--- src/rtl/layer_sequencer_if.sv ---
// Control bundle between the host, the stage engines and layer_sequencer.
// fsm_state exposes the sequencer's state register for monitors.
interface layer_sequencer_if #(
    parameter int NUM_STAGES = 7,
    parameter int STAGE_W    = 3,
    parameter int CNT_W      = 32
);
    logic                  start;
    logic                  abort;
    logic [NUM_STAGES-1:0] stage_skip;
    logic [NUM_STAGES-1:0] stage_done;
    logic [NUM_STAGES-1:0] stage_start;
    logic                  busy;
    logic                  done;
    logic                  error;
    logic [STAGE_W-1:0]    cur_stage;
    logic [STAGE_W-1:0]    err_stage;
    logic [CNT_W-1:0]      total_cycles;
    logic [2:0]            fsm_state;

    // Handshake: stage_start[i] is a one-cycle request to engine i; the engine answers by
    // holding stage_done[i] high for at least one cycle, sampled as a level while awaited.
    modport master (
        output start, abort, stage_skip, stage_done,
        input  stage_start, busy, done, error, cur_stage, err_stage, total_cycles, fsm_state
    );
    modport slave (
        input  start, abort, stage_skip, stage_done,
        output stage_start, busy, done, error, cur_stage, err_stage, total_cycles, fsm_state
    );
endinterface

--- src/rtl/layer_sequencer.sv ---
// Launches the CNN stage engines in ascending index order, one at a time, with per-run
// skipping, a per-stage watchdog, abort and a saturating run cycle counter.
module layer_sequencer #(
    parameter int NUM_STAGES     = 7,
    parameter int STAGE_W        = 3,
    parameter int TIMEOUT_CYCLES = 1048576,
    parameter int CNT_W          = 32
) (
    input  logic               clk,
    input  logic               rst,
    layer_sequencer_if.slave   bus
);
    localparam int TIMER_W = $clog2(TIMEOUT_CYCLES);

    typedef enum logic [2:0] {
        S_IDLE   = 3'd0,
        S_LAUNCH = 3'd1,
        S_WAIT   = 3'd2,
        S_NEXT   = 3'd3,
        S_FINISH = 3'd4,
        S_ERROR  = 3'd5
    } state_t;

    state_t                state_q, state_d;
    logic [STAGE_W-1:0]    cur_q, cur_d;
    logic [NUM_STAGES-1:0] skip_q, skip_d;
    logic [TIMER_W-1:0]    timer_q, timer_d;
    logic [CNT_W-1:0]      total_q, total_d;
    logic [STAGE_W:0]      first_hit, next_hit;
    logic [NUM_STAGES-1:0] cur_onehot;
    logic                  done_cur;
    logic                  in_run;

    // Returns {found, index} of the lowest non-skipped stage at or above lo.
    function automatic logic [STAGE_W:0] find_from(input logic [NUM_STAGES-1:0] skip,
                                                   input int lo);
        logic [STAGE_W:0] r;
        r = '0;
        for (int i = NUM_STAGES - 1; i >= 0; i--) begin
            if (!skip[i] && i >= lo) r = {1'b1, STAGE_W'(i)};
        end
        return r;
    endfunction

    assign cur_onehot = NUM_STAGES'(1) << cur_q;
    assign done_cur   = |(bus.stage_done & cur_onehot);
    assign in_run     = (state_q == S_LAUNCH) || (state_q == S_WAIT) || (state_q == S_NEXT);

    always_ff @(posedge clk) begin
        if (rst) begin
            state_q <= S_IDLE;
            cur_q   <= '0;
            skip_q  <= '0;
            timer_q <= '0;
            total_q <= '0;
        end else begin
            state_q <= state_d;
            cur_q   <= cur_d;
            skip_q  <= skip_d;
            timer_q <= timer_d;
            total_q <= total_d;
        end
    end

    always_comb begin
        state_d   = state_q;
        cur_d     = cur_q;
        skip_d    = skip_q;
        timer_d   = timer_q;
        total_d   = total_q;
        first_hit = find_from(bus.stage_skip, 0);
        next_hit  = find_from(skip_q, int'(cur_q) + 1);

        if ((in_run || state_q == S_FINISH) && total_q != '1)
            total_d = total_q + CNT_W'(1);

        case (state_q)
            S_IDLE, S_ERROR: begin
                if (bus.start) begin
                    skip_d  = bus.stage_skip;
                    total_d = '0;
                    if (first_hit[STAGE_W]) begin
                        cur_d   = first_hit[STAGE_W-1:0];
                        state_d = S_LAUNCH;
                    end else begin
                        state_d = S_FINISH;
                    end
                end
            end
            S_LAUNCH: begin
                // Any done seen here is stale from an earlier run and is deliberately dropped.
                if (bus.abort) begin
                    state_d = S_IDLE;
                end else begin
                    timer_d = '0;
                    state_d = S_WAIT;
                end
            end
            S_WAIT: begin
                if (bus.abort)
                    state_d = S_IDLE;
                else if (done_cur)
                    state_d = S_NEXT;
                else if (timer_q == TIMER_W'(TIMEOUT_CYCLES - 1))
                    state_d = S_ERROR;
                else
                    timer_d = timer_q + TIMER_W'(1);
            end
            S_NEXT: begin
                if (bus.abort) begin
                    state_d = S_IDLE;
                end else if (next_hit[STAGE_W]) begin
                    cur_d   = next_hit[STAGE_W-1:0];
                    state_d = S_LAUNCH;
                end else begin
                    state_d = S_FINISH;
                end
            end
            S_FINISH: state_d = S_IDLE;
            default:  state_d = S_IDLE;
        endcase
    end

    // Abort suppresses the launch pulse in the same cycle so a cancelled stage never starts.
    assign bus.stage_start  = (state_q == S_LAUNCH && !bus.abort) ? cur_onehot : '0;
    assign bus.busy         = in_run;
    assign bus.done         = (state_q == S_FINISH);
    assign bus.error        = (state_q == S_ERROR);
    assign bus.err_stage    = (state_q == S_ERROR) ? cur_q : '0;
    assign bus.cur_stage    = cur_q;
    assign bus.total_cycles = total_q;
    assign bus.fsm_state    = state_q;
endmodule

--- src/flat_wrapper.sv ---
// flat-port wrapper written by rule: the top's interface ports become plain ports
module layer_sequencer_flat 
#(
    parameter int NUM_STAGES     = 7,
    parameter int STAGE_W        = 3,
    parameter int TIMEOUT_CYCLES = 1048576,
    parameter int CNT_W          = 32
)
  (clk, rst, bus_start, bus_abort, bus_stage_skip, bus_stage_done, bus_stage_start, bus_busy, bus_done, bus_error, bus_cur_stage, bus_err_stage, bus_total_cycles, bus_fsm_state);
  layer_sequencer_if #(.NUM_STAGES(NUM_STAGES), .STAGE_W(STAGE_W), .CNT_W(CNT_W)) bus_i ();
  input  logic clk;
  input  logic rst;
  input wire logic [$bits(bus_i.start)-1:0] bus_start;
  input wire logic [$bits(bus_i.abort)-1:0] bus_abort;
  input wire logic [$bits(bus_i.stage_skip)-1:0] bus_stage_skip;
  input wire logic [$bits(bus_i.stage_done)-1:0] bus_stage_done;
  output wire logic [$bits(bus_i.stage_start)-1:0] bus_stage_start;
  output wire logic [$bits(bus_i.busy)-1:0] bus_busy;
  output wire logic [$bits(bus_i.done)-1:0] bus_done;
  output wire logic [$bits(bus_i.error)-1:0] bus_error;
  output wire logic [$bits(bus_i.cur_stage)-1:0] bus_cur_stage;
  output wire logic [$bits(bus_i.err_stage)-1:0] bus_err_stage;
  output wire logic [$bits(bus_i.total_cycles)-1:0] bus_total_cycles;
  output wire logic [$bits(bus_i.fsm_state)-1:0] bus_fsm_state;
  assign bus_i.start = bus_start;
  assign bus_i.abort = bus_abort;
  assign bus_i.stage_skip = bus_stage_skip;
  assign bus_i.stage_done = bus_stage_done;
  assign bus_stage_start = bus_i.stage_start;
  assign bus_busy = bus_i.busy;
  assign bus_done = bus_i.done;
  assign bus_error = bus_i.error;
  assign bus_cur_stage = bus_i.cur_stage;
  assign bus_err_stage = bus_i.err_stage;
  assign bus_total_cycles = bus_i.total_cycles;
  assign bus_fsm_state = bus_i.fsm_state;
  layer_sequencer #(.NUM_STAGES(NUM_STAGES), .STAGE_W(STAGE_W), .TIMEOUT_CYCLES(TIMEOUT_CYCLES), .CNT_W(CNT_W)) u_core (.clk(clk), .rst(rst), .bus(bus_i));
endmodule
--- config.mk ---
export PLATFORM = sky130hd
export DESIGN_NAME = layer_sequencer_flat
export DESIGN_NICKNAME = d
export VERILOG_FILES = /design/src/rtl/layer_sequencer_if.sv /design/src/rtl/layer_sequencer.sv /design/src/flat_wrapper.sv
export SDC_FILE = /design/constraint.sdc
export NUM_CORES = 1
export LEC_CHECK = 0
export ABC_AREA = 1
export BUFFER_PORTS_ARGS = -buffer_cell sky130_fd_sc_hd__buf_4
export CORE_ASPECT_RATIO = 1.25
export CORE_MARGIN = 2
export CORE_UTILIZATION = 53
export CTS_BUF_LIST = sky130_fd_sc_hd__clkbuf_2
export DETAILED_ROUTE_END_ITERATION = 10
export PLACE_DENSITY_LB_ADDON = 0.12
export REMOVE_ABC_BUFFERS = 1
export SLEW_MARGIN = 40
export SYNTH_ARGS = -nofsm -noshare
export SYNTH_HDL_FRONTEND = slang
export SYNTH_SLANG_ARGS = --single-unit
--- constraint.sdc ---
create_clock -name clk -period 1.61 [get_ports clk]
set_input_delay 0.483 -clock clk [delete_from_list [all_inputs] [get_ports clk]]
set_output_delay 0.483 -clock clk [all_outputs]
set_load 0.1 [all_outputs]
==> results.md, run 1 <==
- CTS sink cnt: 65
- # H-tree levels: 3
- Seq cells post-synth: 65
- Synth area leaders: dfxtp_1 30%, nand2_1 21%, nor2_1 14%
- Num CTS Buffers: 9
- Stop stage: global routing
- Largest net degree at the start of global routing: 27
- Yosys top cell by area: dfxtp_1
- Synthesized area: 4390 sq um
- Most frequent cell after synthesis: nand2_1
- Yosys warnings: 0
- Site row count: 37
- Horiz. Die Dim: 85.4 um
- Main synth FF type: dfxtp_1
- CTS max path bufs: 2
- Cell count after synthesis: 742
- Yosys cell types: 35
- Count of flip-flops with a built-in enable after synthesis: 0
- FFs w/ async S/R, synth: 0%
- Dpl ws: -0.332 ns
- Number of port buffers: 68
- Syn Area/Cell: 5.91 sq um
- Clock root buffer: clkbuf_2
- # hold bufs at CTS: 0
- Err: [ERROR DPL-0038] Utilization greater than 100%, impossible to legalize
- Top cell type's share of synthesized area: 29.7%
- Top cells by count, synth: 245 x nand2_1, 163 x nor2_1, 74 x inv_1, 65 x dfxtp_1, 34 x nand3_1
- Share of the yosys chip area belonging to registers: 29.7%
- Outcome: stopped before the end
- GP Congestion: 0.924
- GRT worst endpoint: bus_stage_start[3]
- Initial Utilization: 53.8%
- WEP type: primary output
- Detailed Place HPWL: 9530 um
- # IOs: 69
- Die Span Y: 106 um
[kinds of logic after synthesis]
kind of cell	Yosys count	synth area share, %
adder cells (fa/ha/maj)	7	2.00
XOR/XNOR	15	3.00
AND/OR/NAND/NOR	492	47.1
AO/OA/AOI/OAI	67	8.79
buffers and inverters	96	9.44
flip-flops	65	29.7
[stage by stage]
stage	TNS (ns)	util (%)	area, sq um	instances	hold slack (ns)
2_1_floorplan	-101.81	-	4290	729	0.424
3_3_place_gp	-4.64	70.0	5710	995	0.463
3_5_place_dp	-7.42	70.0	5710	995	0.467
4_1_cts	-14.39	91.4	7450	1066	0.208
[timing repair]
item	4_1_cts
gates cloned	5
setup endpoints to repair	106
buffers inserted	52
gates resized for setup	324
pin swaps	31
==> run 2: changes to the inputs <==
--- a/config.mk
+++ b/config.mk
@@ -7,12 +7,10 @@
 export LEC_CHECK = 0
 export ABC_AREA = 1
 export BUFFER_PORTS_ARGS = -buffer_cell sky130_fd_sc_hd__buf_4
-export CORE_ASPECT_RATIO = 1.25
 export CORE_MARGIN = 2
-export CORE_UTILIZATION = 53
-export CTS_BUF_LIST = sky130_fd_sc_hd__clkbuf_2
+export CORE_UTILIZATION = 40
 export DETAILED_ROUTE_END_ITERATION = 10
-export PLACE_DENSITY_LB_ADDON = 0.12
+export PLACE_DENSITY_LB_ADDON = 0.15
 export REMOVE_ABC_BUFFERS = 1
 export SLEW_MARGIN = 40
 export SYNTH_ARGS = -nofsm -noshare
==> constraint.sdc (replaced) <==
create_clock -name clk -period 2.09 [get_ports clk]
set_input_delay 0.627 -clock clk [delete_from_list [all_inputs] [get_ports clk]]
set_output_delay 0.627 -clock clk [all_outputs]
set_load 0.1 [all_outputs]
==> results.md, run 2 <==
- FFs w/ async S/R, synth: 0%
- DP Area: 5100 sq um
- Site row count: 38
- Layout cell share with drive strength beyond 1: 20.5%
- Number of port buffers: 68
- Outcome: finished, violations left
- Reg2reg setup slack: 0.24 ns
- Largest net degree at the start of global routing: 27
- Global-route wire length before repair: 19900 um
- Compound-cell area share of the yosys netlist: 8.79%
- # DRC: 0
- Clock power frac: 24.5%
- CP startpoint kind: register
- Detailed Place HPWL: 8930 um
- # H-tree levels: 3
- Yosys cell types: 35
- Final nets: 857
- GP Congestion: 0.927
- # IOs: 69
- Post-route minimum period: 2.14 ns
- Die area: 11800 sq um
- Mux contribution to synthesized area: 0%
- R2R Path Start: u_core.bus.cur_stage[1]$_SDFFE_PP0P_
- VDD IR-drop max: 0.542 mV
- Power per Cell Area: 784 nW/um^2
- Hold Fails Final Rpt: 0
- Simple-gate share of the synthesized area: 47.1%
- GR Overflow Total: 0
- Slew Viols, Final: 0
- TritonCTS clock tree: yes
- Die Span Y: 109 um
- Top cells by count, synth: 245 x nand2_1, 163 x nor2_1, 74 x inv_1, 65 x dfxtp_1, 34 x nand3_1
- WHS: 0.465 ns
- Commonest non-fill, non-tap cell in the layout: nand2_1
- Hold Crit Endpoint: u_core.skip_q[4]$_SDFFE_PP0P_
- Cell Int Power: 2.46 mW
- Comb pwr share: 42.6%
- Setup WS post-layout: -0.0493 ns
- RR Endpoint: u_core.bus.cur_stage[0]$_SDFFE_PP0P_
- Synth area leaders: dfxtp_1 30%, nand2_1 21%, nor2_1 14%
- Worst hold-check path type: register to register
- Vias in the first global route: 4379
- Worst-Skew Late Latency: 0.35 ns
- Violated checks: negative setup slack
- Clk slew on worst S/H paths: 0.07 ns
- Hold path start: u_core.skip_q[4]$_SDFFE_PP0P_
- Max FFs per register: 32
- Seq cells post-synth: 65
- Setup Skew: 0.0114 ns
- Antenna violations before repair: 0
- Horiz. Die Dim: 109 um
- Share of the yosys chip area belonging to registers: 29.7%
- Crit-path max FO: 8
- Seq pwr share: 32.9%
- R2r worst-path depth: 12
- Starting DRT DRC Count: 237
- Post-Place Cells: 954
- CTS max path bufs: 2
- Initial DRT Pass Iterations: 4
- Static Leakage: 2.31 nW
- Worst Path Arrival: 1.51 ns
- Post-Synth Adder-Cell Area: 2.00%
- Num CTS Buffers: 9
- Final instance area: 5570 sq um
- Synthesized area: 4390 sq um
- Area share of xor/xnor cells in the synthesized design: 3.00%
- Core area: 10700 sq um
- Largest family of logic cells by synthesized area: simple AND/OR/NAND/NOR gates
- Max cap viols: 0
- Via count of the routed design: 4723
- Final Cycle Share: 102%
- Main synth FF type: dfxtp_1
- Max-Slew Margin vs Limit: 57.8%
- Worst Setup Path Type: register to primary output
- Yosys warnings: 0
- Initial Utilization: 40.8%
- Req. time, crit path: 1.46 ns
- Hold Path Stages: 2
- Top cell type's share of synthesized area: 29.7%
- Yosys top cell by area: dfxtp_1
- Most frequent cell after synthesis: nand2_1
- Total net switching power: 1.91 mW
- RSZ-0062 raised after global routing: true
- Syn-to-layout area delta: 27.1%
- Clock root buffer: clkbuf_8
- Count of flip-flops with a built-in enable after synthesis: 0
- Commonest cells after routing, fill and taps aside: 245 x nand2_1, 162 x nor2_1, 80 x buf_4
- Cell count after synthesis: 742
- CTS sink cnt: 65
- Routed Antenna Nets: 0
- Syn Area/Cell: 5.91 sq um
- Worst-Margin Slew: 0.632 ns
- Non-filler cells, final: 977
- Maximum clock rate: 467 MHz
- Vias per inst: 4.83
- CP endpoint kind: primary output
- Sw frac: 43.7%
- WL/cell: 12.1 um
- # diodes: 0
- Setup Viol. Count Final: 4
- GRT Total Usage: 21.0%
- Final wirelength: 11900 um
[run 2: worst max-delay path, cell delays in order (launching register included)]
cell and delay (ns):
dfxtp_2 0.32, inv_2 0.06, nand2_4 0.06, nor2_4 0.14, nand2_4 0.12, nor3_4 0.25
buf_12 0.20
[run 2: routing by layer]
| layer | vias up | share of wire [%] | GRT usage [%] |
|---|---|---|---|
| li1 | 2472 | - | - |
| met1 | 2121 | 48 | 28.1 |
| met2 | 114 | 45 | 33.4 |
| met3 | 16 | 5.3 | 4.30 |
| met4 | 0 | 1.8 | 7.78 |
| met5 | - | 0 | 0 |
[run 2: cell type report]
type | instances | area [sq um]
fillers | 1143 | 5170
multi-input cells | 581 | 2800
flip-flops and latches | 65 | 1320
repair buffers | 92 | 762
inverters | 83 | 334
well taps | 140 | 175
clock buffers | 13 | 149
clock inverters | 3 | 40.0
[run 2: what timing repair did]
| action | 4_1_cts | 5_1_grt |
|---|---|---|
| buffers inserted | 1 | 6 |
| cloned | 0 | 0 |
| hold buffers | 0 | 0 |
| pin swaps | 2 | 5 |
| endpoints found under the setup margin | 12 | 16 |
| resized for setup | 39 | 21 |
[run 2: cell families after synthesis]
kind of cell,after synthesis
DFF,65
buffers and inverters,96
AOI/OAI and AO/OA,67
adders and majority gates,7
xor gates and xnor gates,15
and+or+nand+nor,492
[run 2: worst max-delay path by stage]
stage | start | to | depth (start not counted)
after floorplan | u_core.bus.fsm_state[2]$_SDFFE_PP0P_ | bus_err_stage[0] | 4
after detailed placement | bus_abort | bus_stage_start[5] | 5
after CTS | u_core.bus.cur_stage[1]$_SDFFE_PP0P_ | bus_stage_start[3] | 5
after global placement | bus_abort | bus_stage_start[1] | 5
after global routing | u_core.bus.fsm_state[1]$_SDFFE_PP0P_ | bus_stage_start[5] | 6
final | u_core.bus.fsm_state[1]$_SDFFE_PP0P_ | bus_stage_start[5] | 6
[run 2: power by group through the flow]
| stage | Combinational, mW | Sequential (mW) | Clock, mW |
|---|---|---|---|
| after floorplan | 0.832 | 1.86 | 0 |
| after global placement | 1.67 | 1.44 | 0 |
| after detailed placement | 1.69 | 1.44 | 0 |
| after CTS | 1.77 | 1.42 | 1.10 |
| after global routing | 2.02 | 1.45 | 1.15 |
| final | 1.86 | 1.44 | 1.07 |
[run 2: metrics by stage]
| step | setup TNS [ns] | util [%] | total power, mW | worst slack (ns) |
|---|---|---|---|---|
| after floorplan | -66.24 | - | 2.70 | -2.17 |
| after global placement | 0 | 47.5 | 3.11 | 0.0769 |
| after detailed placement | 0 | 47.5 | 3.12 | 0.0193 |
| after CTS | -0.287 | 50.7 | 4.29 | -0.0678 |
| after global routing | -0.654 | 51.9 | 4.62 | -0.107 |
| final | -0.134 | 51.9 | 4.37 | -0.0493 |
No activity file was read; power rests on OpenSTA's default activity.
==> run 3: changes to the inputs <==
--- a/config.mk
+++ b/config.mk
@@ -6,7 +6,7 @@
 export NUM_CORES = 1
 export LEC_CHECK = 0
 export ABC_AREA = 1
-export BUFFER_PORTS_ARGS = -buffer_cell sky130_fd_sc_hd__buf_4
+export BUFFER_PORTS_ARGS = -buffer_cell sky130_fd_sc_hd__buf_2
 export CORE_MARGIN = 2
 export CORE_UTILIZATION = 40
 export DETAILED_ROUTE_END_ITERATION = 10
==> results.md, run 3 (synthesis gave the netlist of run 2 again) <==
- Outcome: finished, violations left
- Violated checks: negative setup slack
- Maximum clock rate: 465 MHz
- Via count of the routed design: 4687
- Detailed Place HPWL: 9070 um
- Die area: 11800 sq um
- GP Congestion: 0.898
- Worst-Margin Slew: 0.509 ns
- GRT Total Usage: 21.2%
- Commonest cells after routing, fill and taps aside: 245 x nand2_1, 158 x nor2_1, 68 x inv_1
- Power per Cell Area: 808 nW/um^2
- Crit-path max FO: 8
- CP startpoint kind: register
- Antenna violations before repair: 0
- CTS sink cnt: 65
- Horiz. Die Dim: 109 um
- RSZ-0062 raised after global routing: true
- WL/cell: 12.3 um
- Clock root buffer: clkbuf_8
- Final wirelength: 12000 um
- Hold Path Stages: 2
- Initial DRT Pass Iterations: 5
- Commonest non-fill, non-tap cell in the layout: nand2_1
- Worst hold-check path type: register to register
- # DRC: 0
- Slew Viols, Final: 0
- Routed Antenna Nets: 0
- Num CTS Buffers: 9
- Max FFs per register: 32
- Layout cell share with drive strength beyond 1: 20.9%
- Post-route total power: 4.55 mW
- CTS max path bufs: 2
- Hold Crit Endpoint: u_core.skip_q[3]$_SDFFE_PP0P_
- Final Cycle Share: 103%
- RR Endpoint: u_core.bus.total_cycles[21]$_SDFF_PP0_
- Vias in the first global route: 4375
- Worst-Skew Late Latency: 0.35 ns
- CP endpoint kind: primary output
- Setup Viol. Count Final: 5
- Worst Path Arrival: 1.52 ns
- Largest net degree at the start of global routing: 27
- Hold Fails Final Rpt: 0
- Max cap viols: 0
- Site row count: 38
- Core area: 10700 sq um
- R2r worst-path depth: 12
- Post-Place Cells: 952
- Post-route minimum period: 2.15 ns
- GR Overflow Total: 0
- Reg2reg setup slack: 0.22 ns
- VDD IR-drop max: 0.584 mV
- Crit path largest cell delay: 0.35 ns
- Req. time, crit path: 1.46 ns
- Non-filler cells, final: 974
- Critical path, cell by cell: inv_4 > nand2_4 > nor2_4 > nand2_8 > nor3_4 > buf_12
- Worst Setup Path Type: register to primary output
- # diodes: 0
- R2R Path Start: u_core.bus.total_cycles[1]$_SDFF_PP0_
- Static Leakage: 2.33 nW
- # IOs: 69
- Setup Skew: 0.00968 ns
- Hold path start: u_core.skip_q[3]$_SDFFE_PP0P_
- DP Area: 5140 sq um
- CP max stage cell: dfxtp_4
- Number of port buffers: 68
- Setup WS post-layout: -0.0587 ns
- Max-Slew Margin vs Limit: 66.3%
- Die Span Y: 109 um
- Global-route wire length before repair: 19900 um
- Clk slew on worst S/H paths: 0.07 ns
- Initial Utilization: 40.8%
- Final nets: 854
- Final instance area: 5630 sq um
- Syn-to-layout area delta: 28.4%
- # H-tree levels: 3
- TritonCTS clock tree: yes
- Vias per inst: 4.81
- Starting DRT DRC Count: 248
- Fin util: 52.4%
run 3: changes by cell type in the layout (fill, tap and decap cells not counted), moves of 2 or more:
cell,before,now
buf_12,3,16
buf_2,0,55
buf_4,80,17
buf_6,9,1
clkinv_2,2,0
inv_4,3,6
inv_6,3,1
nor2_1,162,158
nor2_4,8,11
nor3_2,3,0
nor3_4,2,5
run 3: worst max-delay path: cells and delay by family (launching register included):
family	cells	cell delay, ns
AND/OR/NAND/NOR	4	0.56
flip-flops	1	0.35
buffers and inverters	2	0.26
run 3: worst max-delay path by stage:
stage	from	endpoint	slack [ns]	depth (start not counted)
4_1_cts	u_core.bus.fsm_state[1]$_SDFFE_PP0P_	bus_stage_start[0]	-0.08	6
3_3_place_gp	bus_abort	bus_stage_start[0]	0.02	5
6_report	u_core.bus.fsm_state[1]$_SDFFE_PP0P_	bus_stage_start[2]	-0.06	6
2_1_floorplan	u_core.bus.fsm_state[2]$_SDFFE_PP0P_	bus_err_stage[0]	-2.17	4
5_1_grt	u_core.bus.fsm_state[1]$_SDFFE_PP0P_	bus_stage_start[2]	-0.09	6
3_5_place_dp	bus_abort	bus_stage_start[0]	-0.03	5
run 3: repair_timing:
action                     CTS  global route
pin swaps                    9             7
hold buffers                 0             0
gates resized for setup     46             9
cloned                       0             0
setup buffers                4             2
setup endpoints to repair   10            11
run 3: layer usage:
metal  vias to the layer above  track usage (%)  routed length (um)
met1                      2095             27.6                5680
met3                        15             4.48                 601
met5                         -                0                   0
met4                         0             7.42                 181
met2                       104             34.7                5510
li1                       2473                -                   -
run 3: layout make-up:
cell class / instances / area [sq um]
sequential: 65 / 1320
tap: 140 / 175
clock inverter: 2 / 60.1
inverter: 83 / 332
clock buffer: 14 / 163
multi-input combinational: 581 / 2850
fill: 1164 / 5110
timing repair buffer: 89 / 734
run 3: stage by stage:
stage | setup TNS, ns | setup WS (ns) | hold slack [ns]
2_1_floorplan | -66.24 | -2.17 | 0.424
3_3_place_gp | 0 | 0.0173 | 0.458
3_5_place_dp | -0.0673 | -0.0295 | 0.465
4_1_cts | -0.238 | -0.0760 | 0.476
5_1_grt | -0.515 | -0.0931 | 0.491
6_report | -0.130 | -0.0587 | 0.477
run 3: where the power goes:
part           switching, mW  leakage [nW]  internal [mW]  total (mW)
registers             0.0960         0.530           1.34        1.43
clock network          0.495         0.111          0.739        1.23
logic                   1.36          1.69          0.519        1.88
==> run 4: changes to the inputs <==
--- a/config.mk
+++ b/config.mk
@@ -12,6 +12,7 @@
 export DETAILED_ROUTE_END_ITERATION = 10
 export PLACE_DENSITY_LB_ADDON = 0.15
 export REMOVE_ABC_BUFFERS = 1
+export SETUP_SLACK_MARGIN = 0.5
 export SLEW_MARGIN = 40
 export SYNTH_ARGS = -nofsm -noshare
 export SYNTH_HDL_FRONTEND = slang
==> results.md, run 4 (synthesis gave the netlist of run 2 again) <==
- Outcome: finished, violations left
- Starting DRT DRC Count: 300
- Vias per inst: 4.98
- Hold path start: u_core.bus.total_cycles[11]$_SDFF_PP0_
- Horiz. Die Dim: 109 um
- Post-Place Cells: 952
- Post-route minimum period: 2.15 ns
- CP max stage cell: dfxtp_4
- RR Endpoint: u_core.bus.cur_stage[1]$_SDFFE_PP0P_
- Num CTS Buffers: 9
- Non-filler cells, final: 1012
- Crit-path max FO: 5
- Antenna violations before repair: 0
- Commonest non-fill, non-tap cell in the layout: nand2_1
- Commonest cells after routing, fill and taps aside: 229 x nand2_1, 138 x nor2_1, 66 x inv_1
- Die Span Y: 109 um
- Power per Cell Area: 767 nW/um^2
- Reg area: 1400 sq um
- Post-route total power: 5.34 mW
- Final wirelength: 14000 um
- # hold bufs at CTS: 0
- CP startpoint kind: register
- # IOs: 69
- Max FFs per register: 32
- Hold Fails Final Rpt: 0
- Hold Path Stages: 1
- # diodes: 0
- Worst-Margin Slew: 0.467 ns
- Worst Setup Path Type: register to primary output
- Syn-to-layout area delta: 58.8%
- Critical path, cell by cell: buf_4 > ha_4 > inv_1 > nor3_4 > buf_12
- Clock root buffer: clkbuf_8
- Detailed Place HPWL: 9070 um
- Number of port buffers: 68
- GRT Total Usage: 24.3%
- Multi-input combinational cell area: 3160 sq um
- GR Overflow Total: 0
- Global-route wire length before repair: 22800 um
- Routed Antenna Nets: 0
- CTS max path bufs: 2
- Static Leakage: 2.71 nW
- Site row count: 38
- Reg2reg setup slack: 0.26 ns
- Dpl ws: -0.0295 ns
- Initial DRT Pass Iterations: 5
- Fill cells: 933
- Worst hold-check path type: register to register
- Crit path largest cell delay: 0.39 ns
- Max cap viols: 0
- R2R Path Start: u_core.bus.fsm_state[1]$_SDFFE_PP0P_
- Setup Viol. Count Final: 5
- Worst Path Arrival: 1.52 ns
- Fin util: 64.8%
- GP Congestion: 0.898
- Setup TNS: -0.195 ns
- WL/cell: 13.8 um
- Initial Utilization: 40.8%
- Hold Crit Endpoint: u_core.bus.total_cycles[11]$_SDFF_PP0_
- R2r worst-path depth: 13
- Vias in the first global route: 4870
- Violated checks: negative setup slack
- # DRC: 0
- Largest net degree at the start of global routing: 27
- Setup Skew: 0.00784 ns
- Core area: 10700 sq um
- TritonCTS clock tree: yes
- CP endpoint kind: primary output
- Req. time, crit path: 1.46 ns
- RSZ-0062 raised after global routing: true
- VDD IR-drop max: 0.688 mV
- Maximum clock rate: 466 MHz
- Die area: 11800 sq um
- Slew Viols, Final: 0
- Final Cycle Share: 103%
- Worst-Skew Late Latency: 0.35 ns
- Layout cell share with drive strength beyond 1: 34.5%
- Clk slew on worst S/H paths: 0.07 ns
- # H-tree levels: 3
- Via count of the routed design: 5040
- Max-Slew Margin vs Limit: 68.9%
- CTS sink cnt: 65
- Final nets: 892
- Setup WS post-layout: -0.0578 ns
## run 4: changes by cell type in the layout (fill, tap and decap cells not counted), sizes merged
cell	before	now
buf	89	122
nand2	256	259
clkinv	0	1
inv	83	84
## run 4: repair_timing
action,in CTS,in global routing
gates resized for setup,318,46
endpoints found under the hold margin,0,0
pin swaps,33,19
endpoints found under the setup margin,109,89
gates cloned,5,0
setup buffers,24,15
## run 4: cell type report
cell class / count / area share, %
tap: 140 / 2.51
timing repair inverter: 2 / 0.287
sequential: 65 / 20.0
multi-input combinational: 584 / 45.4
timing repair buffer: 122 / 23.4
inverter: 83 / 5.19
clock inverter: 2 / 0.862
clock buffer: 14 / 2.34
## run 4: worst max-delay path by stage
| stage | start | slack, ns | depth (start not counted) | to |
|---|---|---|---|---|
| after floorplan | u_core.bus.fsm_state[2]$_SDFFE_PP0P_ | -2.17 | 4 | bus_err_stage[0] |
| after global placement | bus_abort | 0.02 | 5 | bus_stage_start[0] |
| after detailed placement | bus_abort | -0.03 | 5 | bus_stage_start[0] |
| after CTS | u_core.bus.fsm_state[1]$_SDFFE_PP0P_ | -0.06 | 6 | bus_stage_start[0] |
| after global routing | u_core.bus.fsm_state[1]$_SDFFE_PP0P_ | -0.11 | 6 | bus_stage_start[0] |
| final | u_core.bus.cur_stage[1]$_SDFFE_PP0P_ | -0.06 | 5 | bus_stage_start[2] |
## run 4: stage by stage
step           instance area [sq um]  hold slack, ns
4_1_cts                         6720           0.483
6_report                        6970           0.480
5_1_grt                         6970           0.501
3_5_place_dp                    5140           0.465
2_1_floorplan                   4290           0.424
3_3_place_gp                    5140           0.458
## run 4: worst max-delay path, delay by kind of cell, from the launching register on
kind          cells  cell delay [ns]
flops             1             0.39
buf+inv           3             0.39
simple gates      1             0.22
fa+ha+maj         1             0.15
## run 4: per-layer routing
| layer | up-vias | global-route usage [%] | share of wire (%) |
|---|---|---|---|
| met2 | 122 | 41.4 | 50 |
| met5 | - | 0 | 0 |
| met1 | 2341 | 29.9 | 43 |
| met4 | 0 | 8.97 | 1.8 |
| met3 | 23 | 5.74 | 5.2 |
| li1 | 2554 | - | - |
## run 4: power breakdown
group	total, mW	switching (mW)	leakage [nW]	internal (mW)
registers	1.47	0.118	0.552	1.35
logic	2.64	1.64	2.05	1.01
clock network	1.23	0.490	0.111	0.739
total	5.34	2.24	2.71	3.10
